$ cat config.mk
export PLATFORM = sky130hd
export DESIGN_NAME = u3v_payload_chunk_gen
export DESIGN_NICKNAME = d
export VERILOG_FILES = /design/src/rtl/u3v_pkg.sv /design/src/rtl/u3v_chunk_sel.sv /design/src/rtl/u3v_payload_chunk_gen.sv
export SDC_FILE = /design/constraint.sdc
export NUM_CORES = 1
export LEC_CHECK = 0
export ABC_AREA = 1
export CORE_UTILIZATION = 40
export DETAILED_ROUTE_END_ITERATION = 12
export PLACE_DENSITY_LB_ADDON = 0.05
export SLEW_MARGIN = 25
export SYNTH_ARGS = -nofsm -noshare
export SYNTH_HDL_FRONTEND = slang
export SYNTH_SLANG_ARGS = --single-unit
export TNS_END_PERCENT = 10
$ cat constraint.sdc
create_clock -name clk -period 25.9 [get_ports clk]
set_input_delay 6.475 -clock clk [delete_from_list [all_inputs] [get_ports clk]]
set_output_delay 6.475 -clock clk [all_outputs]
set_load 0.05 [all_outputs]
$ cat src/rtl/u3v_pkg.sv
// rtl/u3v_pkg.sv - shared constants and FSM encoding for the U3V payload chunk generator
//
// Purpose: state encoding for the chunk sequencer plus the fixed chunk
// field values (IMG chunk ID, entry ID base, entry length, oversize status).
// Ports: none (package).
package u3v_pkg;

  typedef enum logic [1:0] {
    ST_IDLE = 2'd0,
    ST_IMG  = 2'd1,
    ST_ENT  = 2'd2,
    ST_DONE = 2'd3
  } chunk_state_t;

  localparam logic [31:0] IMG_CHUNK_ID    = 32'h0000_0001;
  localparam logic [31:0] ENT_CHUNK_LEN   = 32'h0000_0008;
  localparam logic [31:0] ENT_ID_BASE     = 32'd2;
  localparam logic [15:0] STATUS_OVERSIZE = 16'hA101;

endpackage

$ cat src/rtl/u3v_chunk_sel.sv
// rtl/u3v_chunk_sel.sv - finds the next enabled chunk entry at or after a start index
//
// Purpose: priority search over the latched entry-enable mask.
// Ports:
//   en    - per-entry enable mask
//   start - first index eligible for selection
//   idx   - lowest enabled index >= start (0 when none)
//   none  - no enabled entry remains at or after start
module u3v_chunk_sel #(
  parameter int CHUNK_NUM = 4,
  parameter int IDX_WD    = 4
) (
  input  logic [CHUNK_NUM-1:0] en,
  input  logic [IDX_WD-1:0]    start,
  output logic [IDX_WD-1:0]    idx,
  output logic                 none
);

  // Scan downward so the lowest qualifying index is the one left standing.
  always_comb begin
    idx  = '0;
    none = 1'b1;
    for (int k = CHUNK_NUM - 1; k >= 0; k--) begin
      if (en[k] && (IDX_WD'(k) >= start)) begin
        idx  = IDX_WD'(k);
        none = 1'b0;
      end
    end
  end

endmodule

$ cat src/rtl/u3v_payload_chunk_gen.sv
// rtl/u3v_payload_chunk_gen.sv - forwards image words and appends U3V chunk words after the image
//
// Purpose: registered image-word pass-through, chunk sequence (IMG chunk
// header then 4 words per enabled entry), image byte accounting, status and
// valid-payload-size reporting.
// Ports:
//   clk, reset                        - clock, async active-high reset
//   i_image_flag/i_data_valid/iv_data - image window, word valid, word
//   i_chunk_flag                      - chunk window; its rise starts a sequence
//   i_chunk_mode_active, iv_chunk_en  - chunk config, latched after stream-enable rise
//   iv_chunk_value                    - entry k value at [k*LONG_REG_WD +: LONG_REG_WD]
//   iv_chunk_size_img                 - configured image byte size
//   i_stream_enable                   - stream enable
//   o_data_valid/ov_data              - output word stream
//   ov_valid_payload_size, ov_status  - payload size and oversize status
//   o_chunk_done                      - one-cycle pulse after the last chunk word
module u3v_payload_chunk_gen
  import u3v_pkg::*;
#(
  parameter int DATA_WD     = 32,
  parameter int REG_WD      = 32,
  parameter int LONG_REG_WD = 64,
  parameter int CHUNK_NUM   = 4
) (
  input  logic                           clk,
  input  logic                           reset,
  input  logic                           i_image_flag,
  input  logic                           i_chunk_flag,
  input  logic                           i_data_valid,
  input  logic [DATA_WD-1:0]             iv_data,
  input  logic                           i_chunk_mode_active,
  input  logic [CHUNK_NUM-1:0]           iv_chunk_en,
  input  logic [CHUNK_NUM*LONG_REG_WD-1:0] iv_chunk_value,
  input  logic [REG_WD-1:0]              iv_chunk_size_img,
  input  logic                           i_stream_enable,
  output logic                           o_data_valid,
  output logic [DATA_WD-1:0]             ov_data,
  output logic [REG_WD-1:0]              ov_valid_payload_size,
  output logic [15:0]                    ov_status,
  output logic                           o_chunk_done
);

  localparam int IDX_WD = 4;

  // Edge detectors keep the inverted previous level so that every register
  // resets to 0 and a level held high across reset is not seen as a rise.
  logic se_low_d, latch_pulse, cf_low_d, img_low_d, img_d;
  logic mode_l;
  logic [CHUNK_NUM-1:0] en_l;
  logic [CHUNK_NUM*LONG_REG_WD-1:0] value_snap;
  logic [REG_WD-1:0] size_snap, img_cnt, act_bytes;

  logic img_word, cf_rise, img_rise, img_fall, se_rise;
  assign img_word = i_image_flag & i_data_valid;
  assign cf_rise  = i_chunk_flag & cf_low_d;
  assign img_rise = i_image_flag & img_low_d;
  assign img_fall = img_d & ~i_image_flag;
  assign se_rise  = i_stream_enable & se_low_d;

  chunk_state_t state, state_nxt;
  logic [IDX_WD-1:0] idx, idx_nxt, sel_start, sel_idx;
  logic [1:0] sub, sub_nxt;
  logic sel_none, emit_v;
  logic [DATA_WD-1:0] emit_d;
  logic [LONG_REG_WD-1:0] cur_val;

  u3v_chunk_sel #(.CHUNK_NUM(CHUNK_NUM), .IDX_WD(IDX_WD)) u_sel (
    .en    (en_l),
    .start (sel_start),
    .idx   (sel_idx),
    .none  (sel_none)
  );

  assign cur_val = value_snap[int'(idx)*LONG_REG_WD +: LONG_REG_WD];

  // Next-state and chunk word selection. An image word in the same cycle
  // takes the output slot, so the sequencer holds instead of emitting.
  always_comb begin
    state_nxt = state;
    idx_nxt   = idx;
    sub_nxt   = sub;
    emit_v    = 1'b0;
    emit_d    = '0;
    sel_start = '0;
    case (state)
      ST_IDLE: begin
        sub_nxt = 2'd0;
        if (cf_rise && mode_l) state_nxt = ST_IMG;
      end
      ST_IMG: begin
        if (!i_chunk_flag) begin
          state_nxt = ST_IDLE;
        end else if (!img_word) begin
          emit_v = 1'b1;
          emit_d = sub[0] ? DATA_WD'(size_snap) : DATA_WD'(IMG_CHUNK_ID);
          if (!sub[0]) begin
            sub_nxt = 2'd1;
          end else begin
            sub_nxt = 2'd0;
            if (sel_none) begin
              state_nxt = ST_DONE;
            end else begin
              state_nxt = ST_ENT;
              idx_nxt   = sel_idx;
            end
          end
        end
      end
      ST_ENT: begin
        sel_start = idx + IDX_WD'(1);
        if (!i_chunk_flag) begin
          state_nxt = ST_IDLE;
        end else if (!img_word) begin
          emit_v  = 1'b1;
          sub_nxt = sub + 2'd1;
          case (sub)
            2'd0:    emit_d = cur_val[DATA_WD-1:0];
            2'd1:    emit_d = cur_val[LONG_REG_WD-1 -: DATA_WD];
            2'd2:    emit_d = DATA_WD'(ENT_ID_BASE) + DATA_WD'(idx);
            default: emit_d = DATA_WD'(ENT_CHUNK_LEN);
          endcase
          if (sub == 2'd3) begin
            if (sel_none) state_nxt = ST_DONE;
            else          idx_nxt   = sel_idx;
          end
        end
      end
      default: state_nxt = ST_IDLE;
    endcase
  end

  always_ff @(posedge clk or posedge reset) begin
    if (reset) begin
      state <= ST_IDLE;
      idx   <= '0;
      sub   <= '0;
    end else begin
      state <= state_nxt;
      idx   <= idx_nxt;
      sub   <= sub_nxt;
    end
  end

  // Configuration latch, snapshots and edge history.
  always_ff @(posedge clk or posedge reset) begin
    if (reset) begin
      se_low_d    <= 1'b0;
      latch_pulse <= 1'b0;
      cf_low_d    <= 1'b0;
      img_low_d   <= 1'b0;
      img_d       <= 1'b0;
      mode_l      <= 1'b0;
      en_l        <= '0;
      value_snap  <= '0;
      size_snap   <= '0;
      img_cnt     <= '0;
      act_bytes   <= '0;
    end else begin
      se_low_d    <= ~i_stream_enable;
      latch_pulse <= se_rise;
      cf_low_d    <= ~i_chunk_flag;
      img_low_d   <= ~i_image_flag;
      img_d       <= i_image_flag;
      if (latch_pulse) begin
        mode_l <= i_chunk_mode_active;
        en_l   <= iv_chunk_en;
      end
      if (cf_rise) begin
        value_snap <= iv_chunk_value;
        size_snap  <= iv_chunk_size_img;
      end
      if (img_rise)      img_cnt <= img_word ? REG_WD'(1) : '0;
      else if (img_word) img_cnt <= img_cnt + REG_WD'(1);
      if (img_fall) act_bytes <= img_cnt << 2;
    end
  end

  logic [REG_WD-1:0] pop, min_bytes, extra;
  always_comb begin
    pop = '0;
    for (int k = 0; k < CHUNK_NUM; k++) pop = pop + REG_WD'(en_l[k]);
    min_bytes = (act_bytes > iv_chunk_size_img) ? iv_chunk_size_img : act_bytes;
    // IMG chunk trailer is 8 bytes; each entry adds 8 data + 8 trailer bytes.
    extra = mode_l ? (REG_WD'(8) + (pop << 4)) : '0;
  end

  always_ff @(posedge clk or posedge reset) begin
    if (reset) begin
      o_data_valid          <= 1'b0;
      ov_data               <= '0;
      o_chunk_done          <= 1'b0;
      ov_status             <= '0;
      ov_valid_payload_size <= '0;
    end else begin
      o_data_valid          <= img_word | emit_v;
      ov_data               <= img_word ? iv_data : (emit_v ? emit_d : '0);
      o_chunk_done          <= (state == ST_DONE);
      ov_status             <= (act_bytes > iv_chunk_size_img) ? STATUS_OVERSIZE : 16'h0000;
      ov_valid_payload_size <= min_bytes + extra;
    end
  end

endmodule

# --- After elaboration in Yosys (flattened, before gate mapping) ---
# Cells that the tools add are included.
word_totals:
  out_inout_bits: 82
  in_bits: 331
  elab_cells: 124
  regBits: 450
classes:
  n_addsub: 9
  bitwise_logic: 9
  order_cmp: 5
  shift: 1
  eq_ne: 18
  n_mux: 49
  reduce_logical: 14
ops:
  columns: ["cell", "count"]
  rows:
  - ["32-bit two-way mux", 8]
  - ["256-bit by 11-bit variable part select with 64-bit output", 1]
  - ["32-bit one-hot mux with 3 select lines", 1]
  - ["32-bit one-hot mux with 2 select lines", 1]
  - ["32-bit by 1-bit adder with 32-bit output (second input constant)", 1]
  - ["32-bit by 9-bit adder with 32-bit output", 1]
  - ["32-bit greater-than comparator", 1]
  - ["2-bit two-way mux", 16]
  - ["4-bit two-way mux", 8]
  - ["16-bit two-way mux", 1]
  - ["3-bit inequality test (second input constant)", 5]
  - ["2-bit inequality test (second input constant)", 7]
  - ["2-bit one-hot mux with 3 select lines", 2]
  - ["1-bit two-way mux", 10]
  - ["4-bit by 8-bit adder with 9-bit output (first input constant)", 1]
  - ["9-bit two-way mux", 1]
  - ["2-bit == test (second input constant)", 4]
  - ["1-bit by 4-bit >= comparator with 1-bit output (first input constant)", 2]
  - ["2-bit by 4-bit >= comparator with 1-bit output (first input constant)", 2]
  - ["4-bit one-hot mux with 2 select lines", 1]
  - ["7-bit AND reduction", 1]
  - ["6-bit AND reduction", 1]
  - ["2-bit by 4-bit adder with 5-bit output (first input constant)", 1]
  - ["1-bit AND", 5]
  - ["14 further kinds", 23]

# --- Depth between registers and ports, before layout ---
logic_depth:
  ltp_word: 13
  depth_mapped: 29
  ltp_nobuf: 26

# --- Hierarchy ---
# From an unflattened synthesis, not the netlist that was laid out.
unflattened:
  hier_cells: 2286
  area_unflattened_um2: 21259.1
by_module_without_submodules:
  columns: ["mod", "cells_each", "instances", "seq_area_each_um2", "area_each_um2"]
  rows:
  - ["u3v_payload_chunk_gen", 2265, 1, 10835.4, 21151.5]
  - ["u3v_chunk_sel", 21, 1, 0.0, 107.6]

# --- Worst setup path before layout ---
# No wires, ideal clock.
synth_path:
  kind: "input port to flip-flop"
  start: "input port iv_chunk_size_img[23]"
  end: "register ov_valid_payload_size[31]"
  stages: 24
  setup_ps: 117
  t_arrival_ps: 9701
  path_slack_ps: 16083
  path_buffers: 3
  required_ps: 25783
  path_cell_list: "inv_1 -> ha_1 -> nand2_1 -> nor2_1 -> nand3_1 -> nor3_2 -> nand3b_1 -> nand2_2 -> buf_6 -> buf_6 -> clkbuf_1 -> nand2_1 -> o21ai_0 -> ha_1 -> inv_1 -> fa_1 -> o21ai_0 -> nand2_1 -> nor2_4 -> nand3_1 -> inv_1 -> nand2_1 -> nand2_1 -> nand2_1"
synth_via:
  elab_chain_cells: 3
synth_lines:
  columns: ["element", "line", "source"]
  rows:
  - ["from (decl)", "u3v_payload_chunk_gen.sv:34", "input logic [REG_WD-1:0] iv_chunk_size_img,"]
  - ["32-bit greater-than comparator", "u3v_payload_chunk_gen.sv:182", "min_bytes = (act_bytes > iv_chunk_size_img) ? iv_chunk_size_img : act_bytes;"]
  - ["32-bit two-way mux (*)", "u3v_payload_chunk_gen.sv:182", null]
  - ["32-bit by 9-bit adder with 32-bit output (*)", "u3v_payload_chunk_gen.sv:199", "ov_valid_payload_size <= min_bytes + extra;"]
  - ["to (signal assigned)", "u3v_payload_chunk_gen.sv:199", null]
  - ["to (decl)", "u3v_payload_chunk_gen.sv:38", "output logic [REG_WD-1:0] ov_valid_payload_size,"]
# Every way passes the cells marked *; elsewhere a longest branch is shown, timed or not.
# A chain may end at the register's enable or synchronous reset.

# --- Worst setup path after layout ---
layout_path:
  start: "input port iv_chunk_size_img[7]"
  end: "register ov_valid_payload_size[23]"
# The elaborated chain is that of the path after synthesis.

==> impl_metrics.json <==
{
  "cts_buffer_depth": 3,
  "max_cap_violations": 0,
  "syn_inst": 2301,
  "final_cell_area_sq_um": 27150,
  "ys_seq_area_share_pct": 51.05,
  "grt.overflow.total": 0,
  "slew_headroom_pct": 32.76,
  "hpwl_microns": 49820,
  "synthFlopType": "dfrtp_1",
  "num-nets-final": 3014,
  "yosys_warnings": 0,
  "worstPathArrival_ns": 12.12,
  "num_rows": 83,
  "synth_compound_area_share_pct": 14.44,
  "portBuffers": 400,
  "fin_skew_ns": 0.01505,
  "cp_max_fo": 51,
  "hold_depth": 2,
  "vias": 17406,
  "hold-worst-slack_ns": 0.4351,
  "worst_ep_required_time_ns": 26.35,
  "grtUsageMet2_pct": 41.06,
  "drive_gt1_share_pct": 11.94,
  "clock_sinks": 431,
  "synth_xor_area_share_pct": 0.6159,
  "grt_start_max_net_pins": 192,
  "antenna_found_initial": 14,
  "hold_buffers": 0,
  "worstSetupStartpointType": "input port",
  "status": "completed",
  "crit_path_end_kind": "flip-flop",
  "period_share_pct": 45.03,
  "root_buffer": "clkbuf_16",
  "synthSimpleGateAreaFrac_pct": 13.67,
  "syn-cell-area_sq_um": 21130,
  "synth-seq-cells": 431,
  "p_per_area_nw_per_um2": 76.71,
  "regArea_sq_um": 10790,
  "fin_crit_ns": 11.66,
  "drv_slew": 0,
  "hp-class": "reg -> reg",
  "synth_fa_ha_area_share_pct": 2.913,
  "first_iter_violations": 1258,
  "cts_setup_buffers": 0,
  "critPathMaxStageDelay_ns": 0.80,
  "grt_pass1_vias": 17251,
  "die_area_sq_um": 53750,
  "ios": 413,
  "synth_top_family_by_area": "compound AO/OA/AOI/OAI gates",
  "nFillCells": 4837,
  "core_area_sq_um": 51720,
  "tns_ns": 0,
  "leakagePower_nw": 12.17,
  "synth-edff-count": 0,
  "wl_per_cell_microns": 20.53,
  "grt_use_met1_pct": 35.69,
  "ir_drop_v": 0.00005844,
  "use_met3_pct": 4.998,
  "place.gp.congestion": 0.8882,
  "placed_cell_area_sq_um": 25520,
  "ctsHtreeMaxLevel": 2,
  "syn_avg_cell_area_sq_um": 9.183,
  "ant_nets": 0,
  "cts_tree": "built",
  "cp_cell_sequence": "clkdlybuf4s50_1 > inv_1 > ha_1 > nand2_1 > nor2_1 > nand2_1 > nand2_1 > nand2_1 > nand2_1 > nand2_1 > nand2_2 > nand2_2 > o21ai_0 > ha_1 > inv_1 > fa_1 > o21ai_0 > nand2_1 > nor2_4 > nand3_1 > o21ai_0 > nand2_1",
  "insertion_delay_ns": 0.58,
  "multi_input_area_sq_um": 8907,
  "critical_path.slowest_cell": "nand2_2",
  "initial_core_util_pct": 40.85,
  "synthArstFlopShare_pct": 100.0,
  "rsz0062_at_grt": "no",
  "ctsResizeCount": 0,
  "hold_viol_final": 0,
  "grt_most_used_layer": "met2",
  "firstDrtPassIters": 7,
  "cts.clk_slew.worst_paths_ns": 0.06,
  "numCtsBuffers": 49,
  "track_usage_pct": 25.72,
  "die_y_microns": 231.8,
  "grt_pass1_wl_microns": 104500,
  "area_growth_pct": 28.48,
  "viasPerCell": 5.190,
  "finalSetupViolCount": 0,
  "drcViolationCount": 0,
  "yosys-mux-area-fraction_pct": 10.23,
  "drt-total-wl_microns": 68860,
  "worst_pin_slew_ns": 1.005,
  "reg2reg_depth": 20,
  "path_class": "in -> reg",
  "cpMostUsedCell": "nand2_1",
  "fmax_mhz": 85.73,
  "ys_types": 45,
  "die_w_microns": 231.8
}
[worst max-delay path, delay by kind of cell]
kind | cells | cell delay, ns
compound gates | 3 | 1.17
buf+inv | 3 | 0.59
fa+ha+maj | 3 | 0.91
simple gates | 13 | 2.92
[cell usage after synthesis, types with 2 or more instances]
cell type / number / area (sq um)
dfrtp_1: 431 / 10790
nand2_1: 363 / 1363
o21ai_0: 318 / 1592
inv_1: 211 / 792.0
nor2_1: 211 / 792.0
mux2_2: 192 / 2162
a21oi_1: 166 / 830.8
clkbuf_1: 101 / 379.1
nand3_1: 60 / 300.3
ha_1: 46 / 575.6
a32oi_1: 30 / 262.8
a22o_1: 28 / 245.2
nor3_1: 21 / 105.1
buf_4: 18 / 135.1
buf_1: 15 / 56.30
nand4_1: 11 / 68.82
xor2_1: 9 / 78.83
buf_6: 8 / 90.09
nand2_2: 6 / 37.54
nor2_2: 6 / 37.54
nor2_4: 5 / 56.30
inv_2: 4 / 15.01
nand3b_1: 4 / 30.03
o211ai_1: 4 / 30.03
xnor2_1: 4 / 35.03
a21o_1: 3 / 22.52
a211oi_1: 2 / 15.01
and2_1: 2 / 12.51
buf_2: 2 / 10.01
fa_1: 2 / 40.04
nand3_2: 2 / 20.02
nor4_1: 2 / 12.51
or2_2: 2 / 12.51
[path summary, 6_finish.rpt]
| kind | start | to | slack [ns] |
|---|---|---|---|
| setup / recovery | iv_chunk_size_img[7] | ov_valid_payload_size[23] | 14.24 |
| hold / removal | se_low_d | latch_pulse | 0.44 |
| setup reg to reg | act_bytes[7] | ov_valid_payload_size[23] | 20.27 |
| hold reg to reg | se_low_d | latch_pulse | 0.44 |
| max in group asynchronous | reset | ov_valid_payload_size[24] | 16.59 |
| min in group asynchronous | reset | value_snap[227] | 6.43 |
[registers in the layout, summed over array words and instances, names as in the netlist, 2 cells and up]
register,cells
act_bytes,30
en_l,4
idx,2
img_cnt,30
ov_data,32
ov_valid_payload_size,32
size_snap,32
state,2
sub,2
value_snap,256
[through the flow]
| step | cells | util [%] | power (W) | setup slack, ns |
|---|---|---|---|---|
| after floorplan | 2312 | - | 0.001161 | 7.422 |
| after global placement | 3264 | 49.35 | 0.001403 | 13.83 |
| after detailed placement | 3264 | 49.35 | 0.001409 | 13.76 |
| after CTS | 3351 | 52.46 | 0.002113 | 14.37 |
| after global routing | 3353 | 52.49 | 0.002195 | 13.85 |
| final | 3354 | 52.49 | 0.002083 | 14.24 |
[routing by layer]
| metal | wire, microns | share of wire [%] |
|---|---|---|
| met5 | 134 | 0.19 |
| met4 | 1380 | 2.0 |
| met3 | 4488 | 6.5 |
| met2 | 31920 | 46 |
| met1 | 30940 | 45 |
[cell families after synthesis]
kind of cell             Yosys count
multiplexers                     192
buffers and inverters            360
adder cells (fa/ha/maj)           48
XOR/XNOR                          14
flip-flops                       431
other                              1
AND/OR/NAND/NOR                  698
AO/OA/AOI/OAI                    557
[layout make-up]
class	count	area share (%)
sequential	431	39.76
multi-input combinational	1521	32.81
timing repair buffer	417	15.34
clock buffer	79	5.526
tap	680	3.134
inverter	215	3.010
clock inverter	8	0.3964
antenna	3	0.02765
[power breakdown]
part,internal [W],switching (W)
sequential,0.000752,0.0000621
clock,0.000414,0.000281
combinational,0.000216,0.000357
[layout by cell type (no fill, tap or decap), drive strengths merged, types with 2 or more instances in the layout]
cell / Yosys / final
xor2: 10 / 10
and2: 2 / 2
inv: 215 / 215
conb: 1 / 12
a211oi: 2 / 2
clkinv: 0 / 5
o21ai: 318 / 318
a21o: 3 / 3
nand3b: 4 / 4
mux2: 192 / 192
bufinv: 0 / 2
nand4: 11 / 11
a21oi: 166 / 166
or2: 2 / 2
a32oi: 30 / 30
nor4: 2 / 2
o211ai: 4 / 4
xnor2: 4 / 4
clkdlybuf4s50: 0 / 400
dfrtp: 431 / 431
buf: 44 / 17
nand3: 62 / 62
diode: 0 / 3
nor2: 223 / 223
ha: 46 / 46
clkbuf: 101 / 79
nand2: 370 / 370
nor3: 22 / 22
fa: 2 / 2
a22o: 28 / 28
Power figures use the tool's default switching activity.
